==> src/rtl/conv_pkg.sv <==
// Shared helpers for the convolution datapath: width math and saturation.
// Optional feature macro used by conv_mac_array: RELU_EN.
package conv_pkg;

    typedef struct packed {
        logic        flag;
        logic [63:0] val;
    } sat_t;

    function automatic int clog2(input int n);
        int r;
        r = 0;
        while ((1 << r) < n) r++;
        return r;
    endfunction

    function automatic int acc_min_width(
        input int dw,
        input int k2,
        input int ic
    );
        return 2 * dw + clog2(k2 * ic) + 1;
    endfunction

    // Clip a wide signed value into the signed range of ow bits.
    function automatic sat_t saturate(
        input logic signed [63:0] v,
        input int                 ow
    );
        logic signed [63:0] hi;
        logic signed [63:0] lo;
        sat_t               r;
        hi = (64'sd1 <<< (ow - 1)) - 64'sd1;
        lo = -(64'sd1 <<< (ow - 1));
        r.flag = 1'b1;
        if (v > hi) begin
            r.val = hi;
        end else if (v < lo) begin
            r.val = lo;
        end else begin
            r.val  = v;
            r.flag = 1'b0;
        end
        return r;
    endfunction

endpackage

==> src/rtl/adder_tree_pipe.sv <==
// Registered binary adder tree with a matching valid pipeline.
// Inputs are sign-extended to OUT_W; odd leftovers pass through a register.
module adder_tree_pipe
    import conv_pkg::*;
#(
    parameter int N     = 9,
    parameter int IN_W  = 16,
    parameter int OUT_W = 24
) (
    input  logic              clk,
    input  logic              rst_n,
    input  logic              flush,
    input  logic              in_valid,
    input  logic [N*IN_W-1:0] in_data,
    output logic              out_valid,
    output logic [OUT_W-1:0]  out_data
);

    localparam int D = clog2(N);

    logic [D-1:0] vld;

    always_ff @(posedge clk or negedge rst_n) begin
        if (!rst_n) begin
            vld <= '0;
        end else if (flush) begin
            vld <= '0;
        end else begin
            vld[0] <= in_valid;
            for (int i = 1; i < D; i++) vld[i] <= vld[i-1];
        end
    end

    for (genvar l = 0; l <= D; l++) begin : g_lvl
        localparam int CNT = (N + (1 << l) - 1) >> l;
        logic [OUT_W-1:0] s [CNT];
        if (l == 0) begin : g_in
            for (genvar j = 0; j < N; j++) begin : g_ext
                assign s[j] = OUT_W'($signed(in_data[(j+1)*IN_W-1 -: IN_W]));
            end
        end else begin : g_add
            localparam int PCNT = (N + (1 << (l - 1)) - 1) >> (l - 1);
            for (genvar j = 0; j < CNT; j++) begin : g_node
                if (2 * j + 1 < PCNT) begin : g_pair
                    always_ff @(posedge clk)
                        s[j] <= g_lvl[l-1].s[2*j] + g_lvl[l-1].s[2*j+1];
                end else begin : g_pass
                    always_ff @(posedge clk)
                        s[j] <= g_lvl[l-1].s[2*j];
                end
            end
        end
    end

    assign out_valid = vld[D-1];
    assign out_data  = g_lvl[D].s[0];

endmodule

==> src/rtl/conv_mac_array.sv <==
// Signed K*K MAC over IN_CHANNELS beats, plus bias and output saturation.
// Define RELU_EN to force negative saturated results to zero.
module conv_mac_array
    import conv_pkg::*;
#(
    parameter int DATA_WIDTH  = 8,
    parameter int KERNEL_SIZE = 3,
    parameter int IN_CHANNELS = 4,
    parameter int ACC_WIDTH   = 24,
    parameter int OUT_WIDTH   = 16
) (
    input  logic                   clk,
    input  logic                   rst_n,
    input  logic                   clr,
    input  logic                   window_valid,
    input  logic [DATA_WIDTH*KERNEL_SIZE*KERNEL_SIZE-1:0] window_in,
    input  logic                   weight_valid,
    input  logic [DATA_WIDTH*KERNEL_SIZE*KERNEL_SIZE-1:0] weight_in,
    input  logic [OUT_WIDTH-1:0]   bias_in,
    output logic [OUT_WIDTH-1:0]   conv_out,
    output logic                   conv_valid,
    output logic                   sat_flag,
    output logic [((IN_CHANNELS > 1) ? clog2(IN_CHANNELS) : 1)-1:0] ch_idx
);

    localparam int K2 = KERNEL_SIZE * KERNEL_SIZE;
    localparam int D  = clog2(K2);
    localparam int CW = (IN_CHANNELS > 1) ? clog2(IN_CHANNELS) : 1;
    localparam int PW = 2 * DATA_WIDTH;
    localparam logic [CW-1:0] LAST = CW'(IN_CHANNELS - 1);

    function automatic logic [PW-1:0] mul(
        input logic signed [DATA_WIDTH-1:0] a,
        input logic signed [DATA_WIDTH-1:0] b
    );
        logic signed [PW-1:0] ax;
        logic signed [PW-1:0] bx;
        ax = PW'(a);
        bx = PW'(b);
        return ax * bx;
    endfunction

    logic accept;
    assign accept = window_valid && weight_valid && !clr;

    // Input capture stage
    logic                   in_v;
    logic [CW-1:0]          in_cnt;
    logic [DATA_WIDTH*K2-1:0] win_q;
    logic [DATA_WIDTH*K2-1:0] wgt_q;
    logic [OUT_WIDTH-1:0]   bias_q;

    always_ff @(posedge clk or negedge rst_n) begin
        if (!rst_n) begin
            in_v   <= 1'b0;
            in_cnt <= '0;
        end else if (clr) begin
            in_v   <= 1'b0;
            in_cnt <= '0;
        end else begin
            in_v <= accept;
            if (accept) in_cnt <= (in_cnt == LAST) ? '0 : in_cnt + 1'b1;
        end
    end

    always_ff @(posedge clk) begin
        if (accept) begin
            win_q  <= window_in;
            wgt_q  <= weight_in;
            bias_q <= bias_in;
        end
    end

    assign ch_idx = in_cnt;

    // Stage M: parallel products
    logic               m_v;
    logic [PW*K2-1:0]   prod;
    logic [OUT_WIDTH-1:0] m_bias;

    always_ff @(posedge clk or negedge rst_n) begin
        if (!rst_n)   m_v <= 1'b0;
        else if (clr) m_v <= 1'b0;
        else          m_v <= in_v;
    end

    always_ff @(posedge clk) begin
        for (int i = 0; i < K2; i++)
            prod[i*PW +: PW] <= mul(win_q[i*DATA_WIDTH +: DATA_WIDTH],
                                    wgt_q[i*DATA_WIDTH +: DATA_WIDTH]);
        m_bias <= bias_q;
    end

    logic                        t_v;
    logic signed [ACC_WIDTH-1:0] t_sum;

    adder_tree_pipe #(
        .N     (K2),
        .IN_W  (PW),
        .OUT_W (ACC_WIDTH)
    ) u_tree (
        .clk       (clk),
        .rst_n     (rst_n),
        .flush     (clr),
        .in_valid  (m_v),
        .in_data   (prod),
        .out_valid (t_v),
        .out_data  (t_sum)
    );

    // Bias rides alongside the tree levels
    logic [OUT_WIDTH-1:0] b_dly [1:D];

    always_ff @(posedge clk) begin
        b_dly[1] <= m_bias;
        for (int i = 2; i <= D; i++) b_dly[i] <= b_dly[i-1];
    end

    // Stage A: channel accumulation
    logic                        a_v;
    logic [CW-1:0]               acc_cnt;
    logic signed [ACC_WIDTH-1:0] acc;
    logic signed [ACC_WIDTH-1:0] acc_sum;
    logic signed [ACC_WIDTH-1:0] fin;
    logic signed [OUT_WIDTH-1:0] a_bias;

    assign acc_sum = (acc_cnt == '0) ? t_sum : acc + t_sum;

    always_ff @(posedge clk or negedge rst_n) begin
        if (!rst_n) begin
            a_v     <= 1'b0;
            acc_cnt <= '0;
        end else if (clr) begin
            a_v     <= 1'b0;
            acc_cnt <= '0;
        end else begin
            a_v <= t_v && (acc_cnt == LAST);
            if (t_v) acc_cnt <= (acc_cnt == LAST) ? '0 : acc_cnt + 1'b1;
        end
    end

    always_ff @(posedge clk) begin
        if (t_v) begin
            acc    <= acc_sum;
            fin    <= acc_sum;
            a_bias <= b_dly[D];
        end
    end

    // Stage O: bias, saturation, optional rectification
    logic signed [63:0]   o_sum;
    sat_t                 o_sat;
    logic [OUT_WIDTH-1:0] o_res;

    always_comb begin
        o_sum = 64'(fin) + 64'(a_bias);
        o_sat = saturate(o_sum, OUT_WIDTH);
        o_res = OUT_WIDTH'(o_sat.val);
`ifdef RELU_EN
        if ($signed(o_sat.val) < 0) o_res = '0;
`else
        o_res = OUT_WIDTH'(o_sat.val);
`endif
    end

    always_ff @(posedge clk or negedge rst_n) begin
        if (!rst_n) begin
            conv_valid <= 1'b0;
            conv_out   <= '0;
            sat_flag   <= 1'b0;
        end else if (clr || !a_v) begin
            conv_valid <= 1'b0;
            conv_out   <= '0;
            sat_flag   <= 1'b0;
        end else begin
            conv_valid <= 1'b1;
            conv_out   <= o_res;
            sat_flag   <= o_sat.flag;
        end
    end

endmodule

==> config.mk <==
export PLATFORM = sky130hd
export DESIGN_NAME = conv_mac_array
export DESIGN_NICKNAME = d
export VERILOG_FILES = /design/src/rtl/conv_pkg.sv /design/src/rtl/adder_tree_pipe.sv /design/src/rtl/conv_mac_array.sv
export SDC_FILE = /design/constraint.sdc
export NUM_CORES = 2
export LEC_CHECK = 0
export ABC_AREA = 0
export CORE_MARGIN = 1.5
export CORE_UTILIZATION = 50
export CTS_BUF_LIST = sky130_fd_sc_hd__clkbuf_8
export CTS_CLUSTER_DIAMETER = 120
export DETAILED_ROUTE_END_ITERATION = 8
export GPL_TIMING_DRIVEN = 0
export MAX_ROUTING_LAYER = met4
export PLACE_DENSITY = 0.7
export SLEW_MARGIN = 15
export SYNTH_ARGS = -nofsm -noshare
export SYNTH_HDL_FRONTEND = slang
export SYNTH_SLANG_ARGS = --single-unit
export TNS_END_PERCENT = 100
==> constraint.sdc <==
create_clock -name clk -period 4.6 [get_ports clk]
set_input_delay 1.15 -clock clk [delete_from_list [all_inputs] [get_ports clk]]
set_output_delay 1.15 -clock clk [all_outputs]
set_load 0.02 [all_outputs]
# Word level (Yosys, flattened, before mapping)
# Memories as Yosys holds them, arrays and structs flattened. A register that Yosys moved wholly into a read port is not among the register bits.
# Index checks and enable logic that the tools add are counted.
# Widths: inputs -> output; s select.
# totals
output_inout_bits	20
memories	5
ramBits	328
register_bits	373
# mem_list
name	depth	word_bits	read_ports	rd_ports_with_merged_regs	wr	line_no	rtl
u_tree.g_lvl[1].s	5	24	5	0	5	adder_tree_pipe.sv:36	logic [OUT_W-1:0] s [CNT];
u_tree.g_lvl[2].s	3	24	3	0	3	adder_tree_pipe.sv:36	
b_dly	4	16	4	1	4	conv_mac_array.sv:112	logic [OUT_WIDTH-1:0] b_dly [1:D];
u_tree.g_lvl[3].s	2	24	2	0	2	adder_tree_pipe.sv:36	
u_tree.g_lvl[4].s	1	24	1	0	1	adder_tree_pipe.sv:36	
# op_classes
multipliers	9
add_sub_neg	12
n_reduce_logical	9
eq_ne	2
n_mux	18
magnitude_cmp	2
# ops
op	n
$mul 8x8->16	9
$add 24x24->24	5
$add 16x16->17	4
$mux 16	3
$add 24x16->25	1
$gt 25x16->1 const B	1
$lt 25x16->1 const B	1
$mux 24	1
$mux 2	6
$mux 1	7
$add 2x1->2 const B	2
$eq 2x2->1 const B	2
$mux 4	1
$reduce_bool 2->1	2
$logic_and 1x1->1	3
$logic_not 1->1	2
$logic_not 2->1	1
$logic_or 1x1->1	1

# Longest topological paths before layout
# logic_depth
ltp_word	5
ltp_mapped	19
depth_no_buf	19

# Cells and area by module
# A second synthesis with hierarchy kept.
# unflattened
hier_cells	4410
hier_area_um2	46394.5
# by_module_without_submodules
module	seq_area_each_um2	area_per_inst_um2	instances	cells_per_inst
conv_mac_array	11115.7	35516.6	1	3302
adder_tree_pipe	4344.2	10877.9	1	1108

# Worst setup path after synthesis
# Ideal clock, no wire load.
# synth_path
path_type	input to register
start	input port clr
end	register in_v
t_arrival_ns	8.041
setup_time_ns	0.824
cell_stages	2
required_time_ns	3.776
slack_ns	-4.264
cell_sequence	clkbuf_1 > nor2_1
# synth_between
elab_chain_cells	3
# synth_rtl
element	line_no	rtl
start: declaration	conv_mac_array.sv:14	input logic clr,
$logic_not 1->1	conv_mac_array.sv:44	assign accept = window_valid && weight_valid && !clr;
$logic_and 1x1->1	conv_mac_array.sv:44	
net accept	conv_mac_array.sv:43	logic accept;
$mux 1	conv_mac_array.sv:57	end else if (clr) begin
end signal: assignment	conv_mac_array.sv:61	in_v <= accept;
end: declaration	conv_mac_array.sv:47	logic in_v;
# The timed path passes the listed nets, and every way through them passes these cells.
# A chain may end at the register's enable or synchronous reset.

# Worst setup path in the final report
# layout_path
start	register wgt_q[66]
end	register prod[142]
# layout_between
elab_chain_cells	1
# layout_rtl
element	line_no	rtl
start: declaration	conv_mac_array.sv:50	logic [DATA_WIDTH*K2-1:0] wgt_q;
start signal: assignment	conv_mac_array.sv:69	wgt_q <= weight_in;
$mul 8x8->16	conv_mac_array.sv:40	return ax * bx;
end signal: indexed assignment	conv_mac_array.sv:89	prod[i*PW +: PW] <= mul(win_q[i*DATA_WIDTH +: DATA_WIDTH],
end: declaration	conv_mac_array.sv:78	logic [PW*K2-1:0] prod;
# No other way between the ends.

==> impl_metrics.json <==
{
  "outcome": "finished clean",
  "pre_cts_slack_ps": -447,
  "ys_ff_latch": 665,
  "die_height_um": 308,
  "wire_per_inst_um": 14.5,
  "synth_top_family_by_area": "adder cells",
  "synth_ff_type": "dfxtp_1",
  "async_reset_ff_share_pct": 4.36,
  "reg2reg_depth": 19,
  "start_kind": "register",
  "clkSinkCount": 665,
  "reg2reg_to": "prod[142]",
  "insertion_delay_ps": 770,
  "postRouteAntennaNets": 0,
  "hold_viol": 0,
  "synth_cell_type_count": 77,
  "fin_crit_ps": 4570,
  "grt_max_degree": 39,
  "core_um2": 91900,
  "yosys.area.top_type": "fa_1",
  "skew_ps": 29.0,
  "syn_nets": 5620,
  "max-vdd-ir-drop_v": 0.000357,
  "p_per_area_nw_per_um2": 606,
  "via_per_inst": 5.01,
  "setup_ws_ps": 33.7,
  "io_pins": 185,
  "drt_pass1_iterations": 7,
  "syn_to_final_growth_pct": 18.8,
  "dpl_cell_area_um2": 50100,
  "die_w_um": 308,
  "grtUsageTotal_pct": 20.3,
  "drv_cap": 0,
  "cts.clk_slew.worst_paths_ps": 60,
  "tightest_slew_ps": 866,
  "route.detailed.drc": 0,
  "syn_avg_cell_area_um2": 10.4,
  "grt_overflow": 0,
  "h-tree-depth": 3,
  "totalPowerFinal_mw": 33.5,
  "place_inst": 5929,
  "clockRootBuffer": "clkbuf_8",
  "design_area_um2": 55300,
  "cts_tree": "built",
  "hold_depth": 0,
  "synthMuxAreaShare_pct": 0.266,
  "critPathArrivalTime_ps": 5260,
  "rsz0062_at_grt": "true",
  "synth_compound_area_share_pct": 8.13,
  "netlist_area_um2": 46600,
  "nNetsFinal": 6134,
  "critPathCaptureType": "register",
  "r2r_start": "wgt_q[66]",
  "yosys.area_share.simple_pct": 13.5,
  "max_freq_mhz": 219,
  "synthTopCellsByArea": "fa_1 (22%), dfxtp_1 (19%), edfxtp_1 (13%)",
  "hp-class": "register to register",
  "setup_violations": 0,
  "grt_pass1_wl_um": 153000,
  "rows": 111,
  "fin_crit_sh_pct": 99.3,
  "synth_top_area_share_pct": 21.7,
  "crit_fanout": 4,
  "hold_start": "u_tree.g_lvl[1].s[0][118]",
  "tns_ps": 0,
  "via_count": 31800,
  "ctsLongestPathBuffers": 3,
  "worstPathRequired_ps": 5300,
  "maxSlewViolCount": 0,
  "synthXorXnorAreaFrac_pct": 4.55,
  "drive_gt1_share_pct": 12.8,
  "synthAdderAreaFrac_pct": 33.9,
  "antenna_found_initial": 6,
  "r2r_slack_ps": 30,
  "maxSlewHeadroom_pct": 40.8,
  "start_util_pct": 50.6,
  "portBuffers": 184,
  "synthCells": 4495,
  "cts_buffers": 110,
  "worstSetupPathType": "register to register",
  "dp_hpwl_um": 70300,
  "gp_congestion": 0.891,
  "min_to": "u_tree.g_lvl[2].s[0][70]",
  "fin_cells": 6347,
  "first_global_vias": 32300,
  "synth_warnings": 0,
  "synth_edf_count": 200,
  "drt_iter0_markers": 1359,
  "p_leak_nw": 25.5,
  "dieArea_um2": 95000,
  "synth-seq-area-share_pct": 33.2,
  "wl_um": 91800
}
-- registers in the layout (all words and copies together) (netlist names), 4 cells and up --
signal / cells
wgt_q: 72
b_dly: 64
m_bias: 16
u_tree.g_lvl.s: 212
prod: 144
win_q: 72
u_tree.vld: 4
conv_out: 16
a_bias: 16
fin: 24
bias_q: 16
-- critical path: stages, from the launching register on --
cell and delay [ps]:
edfxtp_1 460, buf_4 180, and2_4 130, fa_1 550, inv_2 40, fa_1 490, inv_2 40, fa_1 470
inv_1 50, fa_1 510, inv_2 50, ha_4 230, o21ai_4 70, a21boi_2 90, o21ai_2 170, a21boi_2 80
o21ai_2 180, a21boi_2 100, or4_4 530, nand3_4 90
-- layout make-up --
class,count,area (um2)
Multi-Input combinational cell,3045,29100
Clock inverter,67,649
Timing Repair Buffer,402,3660
Buffer,19,85.1
Fill cell,7619,36600
Tap cell,1243,1560
Inverter,766,2880
Sequential cell,665,15500
Clock buffer,138,1900
Antenna cell,2,5.00
-- per-layer routing --
layer | routed length [um] | vias up | global-route usage [%]
met2 | 44800 | 576 | 33.7
met3 | 3350 | 172 | 2.76
met1 | 40900 | 15400 | 25.7
li1 | - | 15700 | -
met5 | 0 | - | -
met4 | 2740 | 0 | 6.86
-- cell families after synthesis --
kind of cell | count (synthesis)
mux | 12
buf+inv | 785
flops | 665
simple gates | 1253
compound gates | 578
xor+xnor | 242
fa+ha+maj | 960
-- worst max path at each step --
stage / startpoint / to / slack, ps
after CTS: wgt_q[58] / prod[127] / -100
final: wgt_q[66] / prod[142] / 30
after global routing: wgt_q[66] / prod[142] / -120
after floorplan: win_q[37] / prod[78] / 20
after detailed placement: win_q[13] / prod[30] / -450
after global placement: clr / win_q[47] / -1470
-- placed cells by master, fill, tap and decap left out, types with 30 or more instances in the layout --
cell type,n
inv_1,746
fa_1,493
dfxtp_1,436
ha_1,427
and2_1,325
nand2_1,318
nor2_1,234
edfxtp_1,200
xnor2_1,194
buf_4,190
clkdlybuf4s50_1,183
clkbuf_8,138
a21oi_1,117
o21ai_0,105
nand3_1,80
nor3_1,64
a21o_1,48
xor2_1,46
nand2b_1,46
inv_2,41
nor2b_1,40
a21boi_2,33
a211oi_1,33
or3_1,32
o21ai_2,31
o21a_1,30
-- report_power, final --
part | switching (mW) | total, mW | leakage, nW | internal (mW)
combinational | 10.1 | 18.9 | 18.2 | 8.83
sequential | 0.809 | 8.78 | 5.91 | 7.97
clock | 2.46 | 5.82 | 1.40 | 3.36
-- repair_timing --
item / in CTS / in global routing
gates cloned: 0 / 0
setup endpoints to repair: 31 / 36
setup buffers: 154 / 58
pin swaps: 46 / 144
gates resized for setup: 97 / 224
hold buffers: 0 / 0
-- stage by stage --
step	hold slack [ps]	util, %
6_report	319	60.2
5_1_grt	319	60.2
4_1_cts	305	58.8
3_5_place_dp	312	54.5
3_3_place_gp	311	54.3
2_1_floorplan	310	-
-- cell usage after synthesis (84+ instances only) --
master	count
nand3_1	84
ha_1	455
nor2_1	237
and2_1	345
inv_1	765
fa_1	505
a21oi_1	133
edfxtp_1	200
dfxtp_1	436
xnor2_1	196
o21ai_0	141
nand2_1	324
(Power assumes the default switching activity.)
